### config.mk
export PLATFORM = sky130hd
export DESIGN_NAME = mem_port_arbiter_flat
export DESIGN_NICKNAME = d
export VERILOG_FILES = /design/src/rtl/mem_port_arbiter_if.sv /design/src/rtl/mem_port_arbiter.sv /design/src/flat_wrapper.sv
export SDC_FILE = /design/constraint.sdc
export NUM_CORES = 1
export LEC_CHECK = 0
export CAP_MARGIN = 5
export CORE_ASPECT_RATIO = 0.7
export CORE_MARGIN = 2
export CORE_UTILIZATION = 38
export DETAILED_ROUTE_END_ITERATION = 8
export PLACE_DENSITY = 0.69
export SKIP_LAST_GASP = 1
export SLEW_MARGIN = 20
export SYNTH_ARGS = -nofsm -noshare
export SYNTH_HDL_FRONTEND = slang
export SYNTH_SLANG_ARGS = --single-unit
export TNS_END_PERCENT = 30
### constraint.sdc
create_clock -name clk -period 2.6 [get_ports clk]
set_clock_uncertainty 0.1 [all_clocks]
set_input_delay 0.26 -clock clk [delete_from_list [all_inputs] [get_ports clk]]
set_output_delay 0.26 -clock clk [all_outputs]
set_load 0.02 [all_outputs]
### src/rtl/mem_port_arbiter_if.sv
// Requester (IF/MEM) and byte-wide RAM signals seen by mem_port_arbiter.
// Handshake: a request is held until its port shows status 2'b01 for one cycle.
interface mem_port_arbiter_if #(parameter int ADDR_W = 17);
  logic [1:0]        rw_MEM_i;
  logic [31:0]       addr_MEM_i;
  logic [3:0]        mask_MEM_i;
  logic [31:0]       wdata_MEM_i;
  logic [31:0]       rdata_MEM_o;
  logic [1:0]        status_MEM_o;
  logic              req_IF_i;
  logic [31:0]       addr_IF_i;
  logic [31:0]       rdata_IF_o;
  logic [1:0]        status_IF_o;
  logic [ADDR_W-1:0] ram_addr_o;
  logic              ram_wr_o;
  logic [7:0]        ram_dout_o;
  logic [7:0]        ram_din_i;

  modport slave (
    input  rw_MEM_i, addr_MEM_i, mask_MEM_i, wdata_MEM_i, req_IF_i, addr_IF_i, ram_din_i,
    output rdata_MEM_o, status_MEM_o, rdata_IF_o, status_IF_o, ram_addr_o, ram_wr_o, ram_dout_o
  );

  modport master (
    output rw_MEM_i, addr_MEM_i, mask_MEM_i, wdata_MEM_i, req_IF_i, addr_IF_i, ram_din_i,
    input  rdata_MEM_o, status_MEM_o, rdata_IF_o, status_IF_o, ram_addr_o, ram_wr_o, ram_dout_o
  );
endinterface

### src/rtl/mem_port_arbiter.sv
// Shares one byte-wide synchronous RAM between IF fetch and MEM load/store ports.
// Optional macro ARB_ROUND_ROBIN_EN: ties go to the port not granted last.
module mem_port_arbiter #(
  parameter int ADDR_W = 17
) (
  input  logic                  clk,
  input  logic                  rst,
  mem_port_arbiter_if.slave     bus,
  output logic [1:0]            dbg_state
);

  typedef enum logic [1:0] {IDLE = 2'd0, READ = 2'd1, WRITE = 2'd2, DONE = 2'd3} state_t;

  state_t            state_q, state_d;
  logic              sel_mem_q;
  logic [2:0]        nbytes_q, cnt_q;
  logic [ADDR_W-1:0] addr_q;
  logic [31:0]       wdata_q, buf_q, rdata_mem_q, rdata_if_q;
  logic              mem_req, grant_mem, grant_if, req_read;
  logic [2:0]        mask_n, req_n;
  logic [31:0]       cap_data, wr_shift;
  logic              unused_addr_hi;

`ifdef ARB_ROUND_ROBIN_EN
  logic last_mem_q;
`endif

  assign unused_addr_hi = ^{bus.addr_MEM_i[31:ADDR_W], bus.addr_IF_i[31:ADDR_W]};

  always_comb begin
    mem_req = (bus.rw_MEM_i != 2'b00);
`ifdef ARB_ROUND_ROBIN_EN
    grant_mem = mem_req && (!bus.req_IF_i || !last_mem_q);
`else
    grant_mem = mem_req;
`endif
    grant_if = bus.req_IF_i && !grant_mem;
    casez (bus.mask_MEM_i)
      4'b1???: mask_n = 3'd4;
      4'b01??: mask_n = 3'd3;
      4'b001?: mask_n = 3'd2;
      4'b0001: mask_n = 3'd1;
      default: mask_n = 3'd0;
    endcase
    req_n    = grant_mem ? mask_n : 3'd4;
    req_read = grant_mem ? bus.rw_MEM_i[1] : 1'b1;
  end

  // RAM data lags its address by one cycle, so byte cnt-1 arrives while cnt is current.
  always_comb begin
    cap_data = buf_q | ({24'd0, bus.ram_din_i} << {cnt_q - 3'd1, 3'b000});
    wr_shift = wdata_q >> {cnt_q[1:0], 3'b000};
  end

  always_ff @(posedge clk) begin
    if (!rst) state_q <= IDLE;
    else      state_q <= state_d;
  end

  always_comb begin
    state_d = state_q;
    case (state_q)
      IDLE: begin
        if (grant_mem || grant_if) begin
          if (req_n == 3'd0) state_d = DONE;
          else if (req_read) state_d = READ;
          else               state_d = WRITE;
        end
      end
      READ:    if (cnt_q == nbytes_q) state_d = DONE;
      WRITE:   if (cnt_q == nbytes_q - 3'd1) state_d = DONE;
      default: state_d = IDLE;
    endcase
  end

  always_comb begin
    bus.ram_wr_o     = (state_q == WRITE);
    bus.ram_dout_o   = (state_q == WRITE) ? wr_shift[7:0] : 8'd0;
    bus.status_MEM_o = {1'b0, (state_q == DONE) && sel_mem_q};
    bus.status_IF_o  = {1'b0, (state_q == DONE) && !sel_mem_q};
    bus.ram_addr_o   = addr_q;
    bus.rdata_MEM_o  = rdata_mem_q;
    bus.rdata_IF_o   = rdata_if_q;
    dbg_state        = state_q;
  end

  always_ff @(posedge clk) begin
    if (!rst) begin
      sel_mem_q   <= 1'b0;
      nbytes_q    <= 3'd0;
      cnt_q       <= 3'd0;
      addr_q      <= '0;
      wdata_q     <= 32'd0;
      buf_q       <= 32'd0;
      rdata_mem_q <= 32'd0;
      rdata_if_q  <= 32'd0;
`ifdef ARB_ROUND_ROBIN_EN
      last_mem_q  <= 1'b0;
`endif
    end else begin
      case (state_q)
        IDLE: begin
          if (grant_mem || grant_if) begin
            sel_mem_q <= grant_mem;
            nbytes_q  <= req_n;
            cnt_q     <= 3'd0;
            buf_q     <= 32'd0;
            wdata_q   <= bus.wdata_MEM_i;
`ifdef ARB_ROUND_ROBIN_EN
            last_mem_q <= grant_mem;
`endif
            // A zero-length access never touches the RAM, so the address bus keeps its value.
            if (req_n != 3'd0)
              addr_q <= grant_mem ? bus.addr_MEM_i[ADDR_W-1:0] : bus.addr_IF_i[ADDR_W-1:0];
            else if (grant_mem && req_read)
              rdata_mem_q <= 32'd0;
          end
        end
        READ: begin
          cnt_q <= cnt_q + 3'd1;
          if (cnt_q + 3'd1 < nbytes_q) addr_q <= addr_q + ADDR_W'(1);
          if (cnt_q != 3'd0) begin
            if (cnt_q == nbytes_q) begin
              if (sel_mem_q) rdata_mem_q <= cap_data;
              else           rdata_if_q  <= cap_data;
            end else begin
              buf_q <= cap_data;
            end
          end
        end
        WRITE: begin
          cnt_q <= cnt_q + 3'd1;
          if (cnt_q + 3'd1 < nbytes_q) addr_q <= addr_q + ADDR_W'(1);
        end
        default: ;
      endcase
    end
  end

endmodule

### src/flat_wrapper.sv
// flat-port wrapper written by rule: the top's interface ports become plain ports
module mem_port_arbiter_flat 
#(
  parameter int ADDR_W = 17
)
  (clk, rst, dbg_state, bus_rw_MEM_i, bus_addr_MEM_i, bus_mask_MEM_i, bus_wdata_MEM_i, bus_req_IF_i, bus_addr_IF_i, bus_ram_din_i, bus_rdata_MEM_o, bus_status_MEM_o, bus_rdata_IF_o, bus_status_IF_o, bus_ram_addr_o, bus_ram_wr_o, bus_ram_dout_o);
  mem_port_arbiter_if #(.ADDR_W(ADDR_W)) bus_i ();
  input  logic clk;
  input  logic rst;
  output logic [1:0] dbg_state;
  input wire logic [$bits(bus_i.rw_MEM_i)-1:0] bus_rw_MEM_i;
  input wire logic [$bits(bus_i.addr_MEM_i)-1:0] bus_addr_MEM_i;
  input wire logic [$bits(bus_i.mask_MEM_i)-1:0] bus_mask_MEM_i;
  input wire logic [$bits(bus_i.wdata_MEM_i)-1:0] bus_wdata_MEM_i;
  input wire logic [$bits(bus_i.req_IF_i)-1:0] bus_req_IF_i;
  input wire logic [$bits(bus_i.addr_IF_i)-1:0] bus_addr_IF_i;
  input wire logic [$bits(bus_i.ram_din_i)-1:0] bus_ram_din_i;
  output wire logic [$bits(bus_i.rdata_MEM_o)-1:0] bus_rdata_MEM_o;
  output wire logic [$bits(bus_i.status_MEM_o)-1:0] bus_status_MEM_o;
  output wire logic [$bits(bus_i.rdata_IF_o)-1:0] bus_rdata_IF_o;
  output wire logic [$bits(bus_i.status_IF_o)-1:0] bus_status_IF_o;
  output wire logic [$bits(bus_i.ram_addr_o)-1:0] bus_ram_addr_o;
  output wire logic [$bits(bus_i.ram_wr_o)-1:0] bus_ram_wr_o;
  output wire logic [$bits(bus_i.ram_dout_o)-1:0] bus_ram_dout_o;
  assign bus_i.rw_MEM_i = bus_rw_MEM_i;
  assign bus_i.addr_MEM_i = bus_addr_MEM_i;
  assign bus_i.mask_MEM_i = bus_mask_MEM_i;
  assign bus_i.wdata_MEM_i = bus_wdata_MEM_i;
  assign bus_i.req_IF_i = bus_req_IF_i;
  assign bus_i.addr_IF_i = bus_addr_IF_i;
  assign bus_i.ram_din_i = bus_ram_din_i;
  assign bus_rdata_MEM_o = bus_i.rdata_MEM_o;
  assign bus_status_MEM_o = bus_i.status_MEM_o;
  assign bus_rdata_IF_o = bus_i.rdata_IF_o;
  assign bus_status_IF_o = bus_i.status_IF_o;
  assign bus_ram_addr_o = bus_i.ram_addr_o;
  assign bus_ram_wr_o = bus_i.ram_wr_o;
  assign bus_ram_dout_o = bus_i.ram_dout_o;
  mem_port_arbiter #(.ADDR_W(ADDR_W)) u_core (.clk(clk), .rst(rst), .bus(bus_i), .dbg_state(dbg_state));
endmodule
After elaboration in Yosys (flattened, before gate mapping)
Cells that the tools add are included.
{ "classes": {"magnitude_cmp": 1, "shift": 2, "reduce_logical": 22, "n_eq_ne": 18, "mux": 28, "bitwise_logic": 2, "n_addsub": 4} }
{ "op_table": {"columns": ["op", "n"], "rows": [
  ["$mux W32", 9],
  ["$pmux W32 S2", 2],
  ["$mux W17", 4],
  ["$pmux W17 S2", 1],
  ["$or A32 B32 Y32", 1],
  ["$shl A8 B6 Y32", 1],
  ["$shr A32 B5 Y8", 1],
  ["$add A17 B1 Y17 const B", 1],
  ["$ne A2 B1 Y1 const B", 8],
  ["$pmux W3 S4", 1],
  ["$reduce_and A4 Y1", 3],
  ["$mux W2", 5],
  ["$mux W8", 1],
  ["$reduce_and A7 Y1", 1],
  ["$eq A3 B3 Y1", 2],
  ["$mux W3", 2],
  ["$pmux W2 S3", 1],
  ["$pmux W3 S2", 1],
  ["$reduce_bool A2 Y1", 3],
  ["$reduce_bool A3 Y1", 2],
  ["$sub A3 B1 Y3 const B", 2],
  ["$eq A2 B1 Y1 const B", 2],
  ["$eq A2 B2 Y1 const B", 2],
  ["$eq A4 B1 Y1 const B", 1],
  ["other kinds (14)", 20]
]} }
{ "totals": {"output_inout_bits": 96, "ff_bits": 154} }

Logic depth before layout (Yosys ltp)
Gate-level depths: netlist of run 1.
{ "logic_depth": {"depth_word": 7, "mapped_depth": 10, "depth_no_buf": 8} }

Worst setup path after synthesis of run 1
Ideal clock, no wire load.
{ "synth_path": {"kind": "register to register", "from": "reg u_core.cnt_q[1]", "to": "reg u_core.addr_q[6] (netlist: u_core.bus.ram_addr_o[6])", "arrival_time_ps": 2520, "setup_slack_ps": -140, "setup_time_ps": 120, "period_less_slack_ps": 2740, "t_required_ps": 2380, "path_stages_with_launch": 10, "cell_sequence": "dfxtp_1 buf_1 inv_1 ha_1 ha_1 nor2b_1 o21ai_0 a21oi_1 nor3_1 o31a_1"} }
{ "synth_via": {"elab_chain_cells": 4} }
{ "synth_rtl": {"columns": ["element", "line_no", "source"], "rows": [
  ["start: declaration", "mem_port_arbiter.sv:16", "logic [2:0] nbytes_q, cnt_q;"],
  ["start signal: assignment", "mem_port_arbiter.sv:120", "cnt_q <= cnt_q + 3'd1;"],
  ["start signal: assignment", "mem_port_arbiter.sv:132", "cnt_q <= cnt_q + 3'd1;"],
  ["$add A3 B1 Y3", "mem_port_arbiter.sv:121, mem_port_arbiter.sv:133", null],
  ["$lt A3 B3 Y1", "mem_port_arbiter.sv:121, mem_port_arbiter.sv:133", null],
  ["$ne A2 B1 Y1 (no source line)", null, null],
  ["$reduce_and A4 Y1 (no source line)", null, null],
  ["end signal: assignment", "mem_port_arbiter.sv:114", "addr_q <= grant_mem ? bus.addr_MEM_i[ADDR_W-1:0] : bus.addr_IF_i[ADDR_W-1:0];"],
  ["end signal: assignment", "mem_port_arbiter.sv:121", "if (cnt_q + 3'd1 < nbytes_q) addr_q <= addr_q + ADDR_W'(1);"],
  ["end signal: assignment", "mem_port_arbiter.sv:133", "if (cnt_q + 3'd1 < nbytes_q) addr_q <= addr_q + ADDR_W'(1);"],
  ["end: declaration", "mem_port_arbiter.sv:17", "logic [ADDR_W-1:0] addr_q;"]
]} }
Every way passes these cells.
A chain may end at the register's enable or synchronous reset.

Worst setup path in the final report of run 1
{ "layout_path": {"from": "reg u_core.cnt_q[0]", "to": "out bus_ram_dout_o[3]"} }
{ "layout_via": {"elab_chain_cells": 2} }
{ "layout_rtl": {"columns": ["element", "line_no", "source"], "rows": [
  ["$shr A32 B5 Y8", "mem_port_arbiter.sv:52", "wr_shift = wdata_q >> {cnt_q[1:0], 3'b000};"],
  ["$mux W8", "mem_port_arbiter.sv:78", "bus.ram_dout_o = (state_q == WRITE) ? wr_shift[7:0] : 8'd0;"],
  ["end: declaration", "flat_wrapper.sv:24", "output wire logic [$bits(bus_i.ram_dout_o)-1:0] bus_ram_dout_o;"]
]} }
Every way passes these cells.

==> results.md, run 1 <==
* R2R cell count at 7
* Die Y at 120 µm
* Worst r2r dst: u_core.bus.rdata_MEM_o[23]
* Starting Density at about two fifths
* Grt met3 use at ~6.0%
* Die area at just over 0.02 mm²
* RSZ-0062 raised after global routing: yes
* Synth Area per Inst at about 8.5 µm²
* Critical Path RT at roughly 2200 ps
* Total Nets Final at ~1,200
* Fin crit period at between 2000 and 3000 ps
* Clock Path Buffers at 2
* Worst Hold Class: primary input to flop
* Mapped cell area at 0.00728 mm²
* Initial antenna violation count at 1
* WP data arrival at approximately 2200 ps
* Final Hold Vio Count at 0
* Fmax at between 0.3 and 0.4 GHz
* DR vias at roughly 6,700
* # setup viols final at 0
* HPWL Detailed at 14,700 µm
* Max-slew headroom at between 50% and 60%
* Vias per cell at around 5.2
* Clock latency at the later pin of the worst-skew pair at between 400 and 500 ps
* Post-CTS setup buffer count at 0
* Worst Max-Slew Pin Slew at slightly below 700 ps
* Post-Synthesis Cells at around 850
* Drt drc at 0
* Max Cap Viol at 0
* Clock sinks at between 150 and 200
* Total detailed-routing wirelength at approximately 21,000 µm
* Global placer's final weighted congestion at 0.823
* Root Buffer: clkbuf_16
* Synth Register Bits at about 150
* Share of cells above drive strength 1 at 10.7%
* GR Overflow Total at 0
* LEAKAGE at approximately 3.8 nW
* R2r setup slk at between 150 and 200 ps
* Post-synth ARST share at 0%
* Crit path max-delay cell type: clkdlybuf4s50_1
* Final Slew Violations at 0
* GR Util met2 at just over 30%
* CP top delay family: buffers and inverters
* CTS tree: built
* Main synth FF type: dfxtp_1
* Status: completed
* Wirelength per Cell at about 17 µm
* Pwr Density at slightly above 900 mW/mm²
* I/O pins at approximately 210
* Hold Path End: u_core.bus.rdata_MEM_o[31]
* Cell row count at 42
* Antenna Violating Nets Remaining at 0
* Crit share post-route at between 90% and 100%
* Worst path cell trace: buf_12, mux4_2, and2_1, clkdlybuf4s50_1
* EDFF count, synth at 0
* CTS Buf Count at 17
* GRT Max-Usage Layer: met1
* # port buffers at around 180
* Die Wd at around 170 µm
* Kind of critical path: flop to output pin
* Largest net degree at the start of global routing at 65
* WHS at 152 ps
* Total GRT Usage at a little over a fifth
* First-pass GRT wire length at 34,200 µm
* Clk pin slew, worst setup/hold paths at 70 ps
* Total power at ~0.0092 W
* Grt met1 use at about a third
* H-Tree Depth at 4
* Starting DRT DRC Count at a little over 500
* Yosys cell types at 62
* Area growth from synthesis to layout at 37.3%
* First-pass DRT Iterations at 6
* Worst hold stages at 3
* Hold_sp: rst
* Critical Path Fanout Max at 13
* FILL cells at ~1,700
* Vias in the first global route at 6,455
* Seq/Total Area, Yosys at 42.4%
* Worst setup SP type: flop
* CP endpoint kind: output pin
* Reg2reg start: u_core.cnt_q[0]
* Buf+Inv Stages, Crit Path at 2
* Warnings, synthesis at 0
* Maximum VDD drop at ~0.5 mV
* Slowest Stage Delay on Critical Path at between 500 and 600 ps
* Core area at 0.0188 mm²
-- flip-flops by register name (all words and copies together), names as in the netlist --
name,cells
u_core.cnt_q,3
u_core.bus.rdata_IF_o,32
u_core.dbg_state,2
u_core.sel_mem_q,1
u_core.bus.ram_addr_o,17
u_core.nbytes_q,3
u_core.wdata_q,32
u_core.bus.rdata_MEM_o,32
u_core.buf_q,32
-- worst min-delay path: stages --
cell     delay (ps)
buf_2           200
nand2_1         100
mux2i_1          50
-- where the power goes --
part           switching [W]  internal [W]
sequential          0.000293       0.00267
clock                0.00114       0.00138
combinational        0.00216       0.00155
-- final cells by class --
| type | instances | area [µm²] | area share (%) |
|---|---|---|---|
| Antenna cell | 1 | 2.50 | 0.0251 |
| Clock buffer | 17 | 425 | 4.26 |
| Inverter | 14 | 52.6 | 0.526 |
| Sequential cell | 154 | 3080 | 30.9 |
| Multi-Input combinational cell | 625 | 3820 | 38.3 |
| Clock inverter | 15 | 175 | 1.75 |
| Tap cell | 242 | 303 | 3.03 |
| Timing Repair Buffer | 212 | 2120 | 21.2 |
-- layer usage --
metal / part of all wire [%] / routed length [µm]
met2: 42 / 8880
met4: 0.88 / 187
met5: 0 / 0
met3: 6.9 / 1480
met1: 51 / 10800
-- Yosys cell counts, drive strengths merged, types with 2 or more instances --
master / n / area (µm²)
o31a: 3 / 26.3
ha: 13 / 163
nor2: 40 / 169
nand4: 4 / 25.0
a21oi: 76 / 380
clkbuf: 35 / 131
nand2: 183 / 687
o211ai: 3 / 22.5
o221a: 3 / 33.8
o21ai: 56 / 284
and3: 4 / 25.0
o311ai: 3 / 26.3
o31ai: 3 / 22.5
nor3: 11 / 60.1
o21a: 2 / 15.0
o22ai: 3 / 18.8
mux2: 3 / 33.8
a21o: 23 / 173
and2: 13 / 81.3
a211oi: 16 / 175
nor4: 7 / 56.3
inv: 14 / 52.6
o2bb2ai: 2 / 17.5
dfxtp: 154 / 3080
nor2b: 3 / 18.8
nand3: 43 / 215
nand2b: 15 / 93.8
xor2: 5 / 51.3
buf: 26 / 201
mux4: 8 / 180
mux2i: 48 / 480
nand4b: 4 / 35.0
a31oi: 12 / 75.1
-- through the flow --
step                      std cells  TNS (ps)  instance area, µm²  util [%]  setup slack, ps
after floorplan                 854         0                7280         -              127
after global placement         1247         0                9370      49.8              168
after detailed placement       1247         0                9370      49.8              115
after CTS                      1279         0                9970      53.0             17.2
after global routing           1279      -139                9980      53.1            -37.3
final                          1280         0                9990      53.1             52.2
-- cell families (layout without fill, tap and decap cells) --
group / Yosys count / count (layout) / synth area share (%)
AOI/OAI and AO/OA: 212 / 212 / 18.6
adders and majority gates: 13 / 13 / 2.24
other: 1 / 3 / 0.0515
muxes: 59 / 59 / 9.54
DFF: 154 / 154 / 42.4
buffers and inverters: 75 / 258 / 5.30
and+or+nand+nor: 333 / 333 / 21.0
xor gates and xnor gates: 6 / 6 / 0.825
-- worst max-delay path by stage --
stage,start,end,slack (ps),cells after the start
final,u_core.cnt_q[0],bus_ram_dout_o[3],50,4
after global routing,u_core.cnt_q[0],bus_ram_dout_o[3],-40,4
after CTS,u_core.cnt_q[0],bus_ram_dout_o[5],20,4
after detailed placement,u_core.cnt_q[0],u_core.bus.ram_addr_o[13],120,8
after global placement,u_core.cnt_q[0],u_core.bus.ram_addr_o[13],170,8
after floorplan,u_core.cnt_q[1],u_core.bus.ram_addr_o[13],130,9
-- placed cells by master (no fill, tap or decap), types with 15 or more instances in the layout --
master and n:
nand3_1 43, a21oi_1 75, buf_4 29, clkbuf_16 17, mux2i_1 48, nand2_1 183, a21o_1 23, clkdlybuf4s50_1 172
nor2_1 37, nand2b_1 15, o21ai_0 52, dfxtp_1 154
-- what timing repair did --
action                                  CTS  global route
resized for setup                         1             5
hold buffers                              0             0
endpoints found under the hold margin     0             0
endpoints found under the setup margin    8            18
No activity file was read; power rests on OpenSTA's default activity.
==> inputs of run 2 (changes only) <==
--- a/config.mk
+++ b/config.mk
@@ -10,7 +10,7 @@
 export CORE_MARGIN = 2
 export CORE_UTILIZATION = 38
 export DETAILED_ROUTE_END_ITERATION = 8
-export PLACE_DENSITY = 0.69
+export PLACE_DENSITY = 0.67
 export SKIP_LAST_GASP = 1
 export SLEW_MARGIN = 20
 export SYNTH_ARGS = -nofsm -noshare
==> constraint.sdc (replaced) <==
create_clock -name clk -period 2.2 [get_ports clk]
set_clock_uncertainty 0.1 [all_clocks]
set_input_delay 0.22 -clock clk [delete_from_list [all_inputs] [get_ports clk]]
set_output_delay 0.22 -clock clk [all_outputs]
set_load 0.02 [all_outputs]
==> results.md, run 2 (synthesized netlist as in run 1, its figures left out) <==
* Status: completed (unchanged)
* Die Wd at 169 µm (unchanged)
* Clock power frac at 25.2% (was 27.4%)
* Worst Hold Class: primary input to flop (unchanged)
* Final Util at 55.4% (was 53.1%)
* Final Slew Violations at 0 (unchanged)
* Met2 WL post-DR at 9030 µm (was 8880 µm)
* Crit share post-route at between 90% and 100%
* Clock Path Buffers at 2 (unchanged)
* Core area at 0.0188 mm² (unchanged)
* Clock sinks at 154 (unchanged)
* DR vias at 6,848 (was 6,680)
* Fin crit period at 2180 ps
* GR Overflow Total at 0 (unchanged)
* Critical Path Fanout Max at 5 (was 13)
* FILL cells at 1,733 (was 1,745)
* CTS Buf Count at 17 (unchanged)
* Clk pin slew, worst setup/hold paths at 60 ps (was 70 ps)
* Commonest non-fill, non-tap cells in the layout: nand2_1 (182), clkdlybuf4s50_1 (166), dfxtp_1 (152) (was nand2_1 (183), clkdlybuf4s50_1 (172), dfxtp_1 (154))
* Sw Pwr at 0.00453 W (was 0.00359 W)
* # setup viols final at 0 (unchanged)
* Clock latency at the later pin of the worst-skew pair at 430 ps (was 420 ps)
* I/O pins at 209 (unchanged)
* Kind of critical path: flop to flop (was flop to output pin)
* Largest net degree at the start of global routing at 68 (was 65)
* Design Area, Final at 0.0104 mm² (was 0.00999 mm²)
* Cell row count at 42 (unchanged)
* Root Buffer: clkbuf_16 (unchanged)
* Initial antenna violation count at 0 (was 1)
* HPWL Detailed at 14,600 µm (was 14,700 µm)
* Internal power at 0.00718 W (was 0.00560 W)
* RSZ-0062 raised after global routing: yes (unchanged)
* LEAKAGE at 4.02 nW (was 3.81 nW)
* Final Hold Vio Count at 0 (unchanged)
* # diodes at 0 (was 1)
* DP Area at 0.00960 mm² (was 0.00937 mm²)
* Starting DRT DRC Count at 549 (was 514)
* Worst Max-Slew Pin Slew at 612 ps (was 679 ps)
* WP data arrival at 2400 ps (was 2190 ps)
* Post-Route M1 WL at 11,300 µm (was 10,800 µm)
* Critical Path RT at 2420 ps (was 2240 ps)
* Routed length on met3 at 1770 µm (was 1480 µm)
* Most common cell after layout, fill and taps aside: nand2_1 (unchanged)
* Worst setup SP type: flop (unchanged)
* First-pass DRT Iterations at 5 (was 6)
* Antenna Violating Nets Remaining at 0 (unchanged)
* Share of cells above drive strength 1 at 15.4% (was 10.7%)
* Total GRT Usage at 21.3% (was 21.5%)
* Global placer's final weighted congestion at 0.816 (was 0.823)
* CTS tree: built (unchanged)
* Setup_tns at 0 ps (unchanged)
* Sequential share of power at 29.7% (was 32.2%)
* Hold_buf cts at 0 (unchanged)
* Drt drc at 0 (unchanged)
* Comb power frac at 45.1% (was 40.3%)
* H-Tree Depth at 4 (unchanged)
* Max Cap Viol at 0 (unchanged)
* Wirelength per Cell at 17.1 µm (was 16.7 µm)
* Fmax at between 0.4 and 0.5 GHz
* # port buffers at 176 (unchanged)
* Pwr Density at 1120 mW/mm² (was 920 mW/mm²)
* Total Nets Final at 1,179 (was 1,150)
* Vias per cell at 5.24 (was 5.22)
* First-pass GRT wire length at 34,100 µm (was 34,200 µm)
* Net Sw Frac at 38.7% (was 39.1%)
* Top layer reached by signal wires: met4 (unchanged)
* Die area at 0.0203 mm² (unchanged)
* Total detailed-routing wirelength at 22,300 µm (was 21,300 µm)
* Maximum VDD drop at 0.562 mV (was 0.486 mV)
* Die Y at 120 µm (unchanged)
* Vias in the first global route at 6,356 (was 6,455)
* Area growth from synthesis to layout at 43.3% (was 37.3%)
* CP endpoint kind: flop (was output pin)
* Max-slew headroom at 59.2% (was 54.3%)
* Starting Density at 38.7% (unchanged)
[run 2: worst paths after layout]
kind,from,endpoint,slack [ps],cells after the start
min,rst,u_core.bus.ram_addr_o[6],80,2
max,u_core.cnt_q[0],u_core.bus.ram_addr_o[3],20,8
max reg2reg,u_core.cnt_q[0],u_core.bus.ram_addr_o[3],20,8
min reg2reg,u_core.wdata_q[2],u_core.wdata_q[2],350,2
[run 2: area by class of cell]
type                    count  area [µm²]  area share (%)
multi-input cells         625        3900            37.4
flip-flops and latches    154        3090            29.6
inverters                  14        52.6           0.504
clock inverters            14         153            1.46
repair buffers            241        2500            24.0
clock buffers              18         429            4.12
well taps                 242         303            2.91
[run 2: critical path, cell delays in order (launching register included)]
cell and delay (ps):
dfxtp_2 330, buf_6 130, ha_1 220, xor2_1 150, ha_1 310, o21a_1 160, o21ai_2 250, nand2_2 170
o221a_2 260
[run 2: power by group through the flow]
| stage | logic [W] | clock network (W) | registers [W] |
|---|---|---|---|
| 2_1_floorplan | 0.00271 | 0 | 0.00368 |
| 3_3_place_gp | 0.00468 | 0 | 0.00351 |
| 3_5_place_dp | 0.00472 | 0 | 0.00353 |
| 4_1_cts | 0.00476 | 0.00300 | 0.00347 |
| 5_1_grt | 0.00566 | 0.00312 | 0.00352 |
| 6_report | 0.00528 | 0.00295 | 0.00348 |
[run 2: what timing repair did]
action                                  CTS  global route
pin swaps                                 0             7
endpoints found under the setup margin   48           111
buffers inserted                          1             0
cloned                                    0             7
gates resized for setup                  37            31
[run 2: per-layer routing]
layer  vias to the layer above  track usage (%)
li1                       3382                -
met5                         -                0
met3                        15             5.01
met2                       222             30.4
met1                      3229             31.9
met4                         0             6.09
[run 2: metrics by stage]
| stage | setup WS, ps | total power [W] | instances | hold slack (ps) |
|---|---|---|---|---|
| final | 15.4 | 0.0117 | 1308 | 83.4 |
| after global routing | -43.4 | 0.0123 | 1308 | 73.3 |
| after CTS | -61.8 | 0.0112 | 1301 | 71.5 |
| after detailed placement | -68.2 | 0.00824 | 1268 | 345 |
| after global placement | -46.9 | 0.00820 | 1268 | 341 |
| after floorplan | 15.5 | 0.00640 | 854 | 256 |
==> inputs of run 3 (changes only) <==
--- a/config.mk
+++ b/config.mk
@@ -6,11 +6,13 @@
 export NUM_CORES = 1
 export LEC_CHECK = 0
 export CAP_MARGIN = 5
+export CELL_PAD_IN_SITES_DETAIL_PLACEMENT = 0
+export CELL_PAD_IN_SITES_GLOBAL_PLACEMENT = 1
 export CORE_ASPECT_RATIO = 0.7
 export CORE_MARGIN = 2
-export CORE_UTILIZATION = 38
+export CORE_UTILIZATION = 35
 export DETAILED_ROUTE_END_ITERATION = 8
-export PLACE_DENSITY = 0.67
+export PLACE_DENSITY = 0.78
 export SKIP_LAST_GASP = 1
 export SLEW_MARGIN = 20
 export SYNTH_ARGS = -nofsm -noshare
==> constraint.sdc (replaced) <==
create_clock -name clk -period 2.09 [get_ports clk]
set_clock_uncertainty 0.1 [all_clocks]
set_input_delay 0.209 -clock clk [delete_from_list [all_inputs] [get_ports clk]]
set_output_delay 0.209 -clock clk [all_outputs]
set_load 0.02 [all_outputs]
==> results.md, run 3 (synthesized netlist as in run 1, its figures left out) <==
* Total GRT Usage at 20.7% (was 21.3%)
* FILL cells at 1,901 (was 1,733)
* Worst setup SP type: flop (unchanged)
* Clock latency at the later pin of the worst-skew pair at 430 ps (about the same)
* Clk pin slew, worst setup/hold paths at 70 ps (was 60 ps)
* Final Slew Violations at 0 (unchanged)
* Critical Path Fanout Max at 9 (was 5)
* Clock Path Buffers at 2 (unchanged)
* WP depth at 8 (unchanged)
* Total Nets Final at 1,199 (was 1,179)
* Worst Max-Slew Pin Slew at 525 ps (was 612 ps)
* WP data arrival at 2370 ps (was 2400 ps)
* Sequential Area at 0.00309 mm² (about the same)
* RSZ-0062 raised after global routing: yes (unchanged)
* Die area at 0.0220 mm² (was 0.0203 mm²)
* Vias in the first global route at 6,457 (was 6,356)
* Kind of critical path: flop to flop (unchanged)
* Share of cells above drive strength 1 at 18.9% (was 15.4%)
* Starting DRT DRC Count at 544 (was 549)
* Final Hold Vio Count at 0 (unchanged)
* First-pass GRT wire length at 35,700 µm (was 34,100 µm)
* Pwr Density at 1180 mW/mm² (was 1120 mW/mm²)
* Starting Density at 35.4% (was 38.7%)
* # port buffers at 176 (unchanged)
* Slowest Stage Delay on Critical Path at 430 ps (was 330 ps)
* Crit path max-delay cell type: dfxtp_4 (was dfxtp_2)
* Most common cell on crit path: ha_4 (was ha_1)
* Drt drc at 0 (unchanged)
* Cell row count at 44 (was 42)
* # setup viols final at 10 (was 0)
* Vias per cell at 5.01 (was 5.24)
* H-Tree Depth at 4 (unchanged)
* Critical Path RT at 2310 ps (was 2420 ps)
* Die Y at 125 µm (was 120 µm)
* Commonest non-fill, non-tap cells in the layout: nand2_1 (181), clkdlybuf4s50_1 (165), dfxtp_1 (152) (was nand2_1 (182), clkdlybuf4s50_1 (166), dfxtp_1 (152))
* WHS at 182 ps (was 83.4 ps)
* Failing checks: setup timing
* Finished Layout Cells at 1,362 (was 1,308)
* Total detailed-routing wirelength at 22,800 µm (was 22,300 µm)
* Hold_buf cts at 0 (unchanged)
* GR Overflow Total at 0 (unchanged)
* CP top delay family: compound AO/OA/AOI/OAI gates (unchanged)
* Placement Setup Slack at -125 ps (was -68.2 ps)
* HPWL Detailed at 15,500 µm (was 14,600 µm)
* Initial antenna violation count at 0 (unchanged)
* Wirelength per Cell at 16.8 µm (was 17.1 µm)
* DR vias at 6,819 (was 6,848)
* Final worst setup slack at -55.0 ps (was 15.4 ps)
* CTS Buf Count at 17 (unchanged)
* R2r setup slk at -60 ps (was 20 ps)
* Clock sinks at 154 (unchanged)
* Reg2reg start: u_core.cnt_q[0] (unchanged)
* Worst path cell trace: inv_4, ha_4, ha_4, nor2b_4, o21ai_4, a21oi_4, nor3_1, o31a_1 (was buf_6, ha_1, xor2_1, ha_1, o21a_1, o21ai_2, nand2_2, o221a_2)
* Global placer's final weighted congestion at 0.823 (was 0.816)
* Max-slew headroom at 65.0% (was 59.2%)
* CTS tree: built (unchanged)
* Status: finished, violations left (was completed)
* Footprint of the multi-input gates at 0.00405 mm² (was 0.00390 mm²)
* # diodes at 0 (unchanged)
* Area growth from synthesis to layout at 48.6% (was 43.3%)
* Maximum VDD drop at 0.685 mV (was 0.562 mV)
* Largest net degree at the start of global routing at 65 (was 68)
* R2R cell count at 8 (unchanged)
* Most common cell after layout, fill and taps aside: nand2_1 (unchanged)
* Fmax at 0.466 GHz (was 0.458 GHz)
* Antenna Violating Nets Remaining at 0 (unchanged)
* Buf+Inv Stages, Crit Path at 1 (unchanged)
* Max Cap Viol at 0 (unchanged)
* Fin crit period at 2150 ps (was 2180 ps)
* Dpl cells at 1,321 (was 1,268)
* First-pass DRT Iterations at 5 (unchanged)
* End of the critical path: u_core.bus.ram_addr_o[6] (was u_core.bus.ram_addr_o[3])
* Die Wd at 176 µm (was 169 µm)
* I/O pins at 209 (unchanged)
* LEAKAGE at 4.15 nW (was 4.02 nW)
* Crit share post-route at 103% (was 99.3%)
* Core area at 0.0205 mm² (was 0.0188 mm²)
* Hold_sp: rst (unchanged)
* Root Buffer: clkbuf_16 (unchanged)
* Worst r2r dst: u_core.bus.ram_addr_o[6] (was u_core.bus.ram_addr_o[3])
* Worst Hold Class: primary input to flop (unchanged)
* Crit. Startpoint: u_core.cnt_q[0] (unchanged)
* CP endpoint kind: flop (unchanged)
[run 3: final cells by class]
cell class | count | share of cell area, %
Clock inverter | 14 | 1.40
Clock buffer | 18 | 4.06
Inverter | 14 | 0.532
Multi-Input combinational cell | 625 | 37.4
Tap cell | 276 | 3.19
Sequential cell | 154 | 28.6
Timing Repair Buffer | 261 | 24.8
[run 3: through the flow]
| stage | area (µm²) | setup TNS (ps) | power [W] | util, % |
|---|---|---|---|---|
| after global placement | 9860 | -3380 | 0.00894 | 48.0 |
| after CTS | 10600 | -300 | 0.0124 | 51.7 |
| after global routing | 10800 | -2300 | 0.0134 | 52.7 |
| final | 10800 | -335 | 0.0127 | 52.7 |
| after floorplan | 7340 | -189 | 0.00680 | - |
| after detailed placement | 9860 | -4510 | 0.00896 | 48.0 |
[run 3: how the worst min path moves through the flow]
stage,end,cells past startpoint
after global placement,u_core.wdata_q[19],2
after CTS,u_core.bus.ram_addr_o[9],3
after global routing,u_core.bus.ram_addr_o[9],3
after detailed placement,u_core.wdata_q[28],2
final,u_core.bus.ram_addr_o[9],3
after floorplan,u_core.wdata_q[0],2
[run 3: power breakdown]
group | switching [W] | leakage [nW] | internal [W]
combinational | 0.00315 | 2.61 | 0.00281
sequential | 0.000358 | 1.25 | 0.00333
clock | 0.00145 | 0.287 | 0.00163
total | 0.00495 | 4.15 | 0.00777
[run 3: metal layers]
layer	routed length, µm	GRT usage (%)	share of wire, %
met5	0	0	0
met4	147	3.65	0.64
met3	1340	5.62	5.9
met2	9220	28.5	40
met1	12100	31.9	53
[run 3: tightest hold or removal path, cell delays in order]
cell and delay, ps:
buf_2 140, buf_4 200, o31a_1 110
[run 3: repair_timing]
item / CTS / global route
pin swaps: 13 / 8
setup endpoints to repair: 64 / 98
gates resized for setup: 73 / 35
gates cloned: 2 / 2
setup buffers: 2 / 4
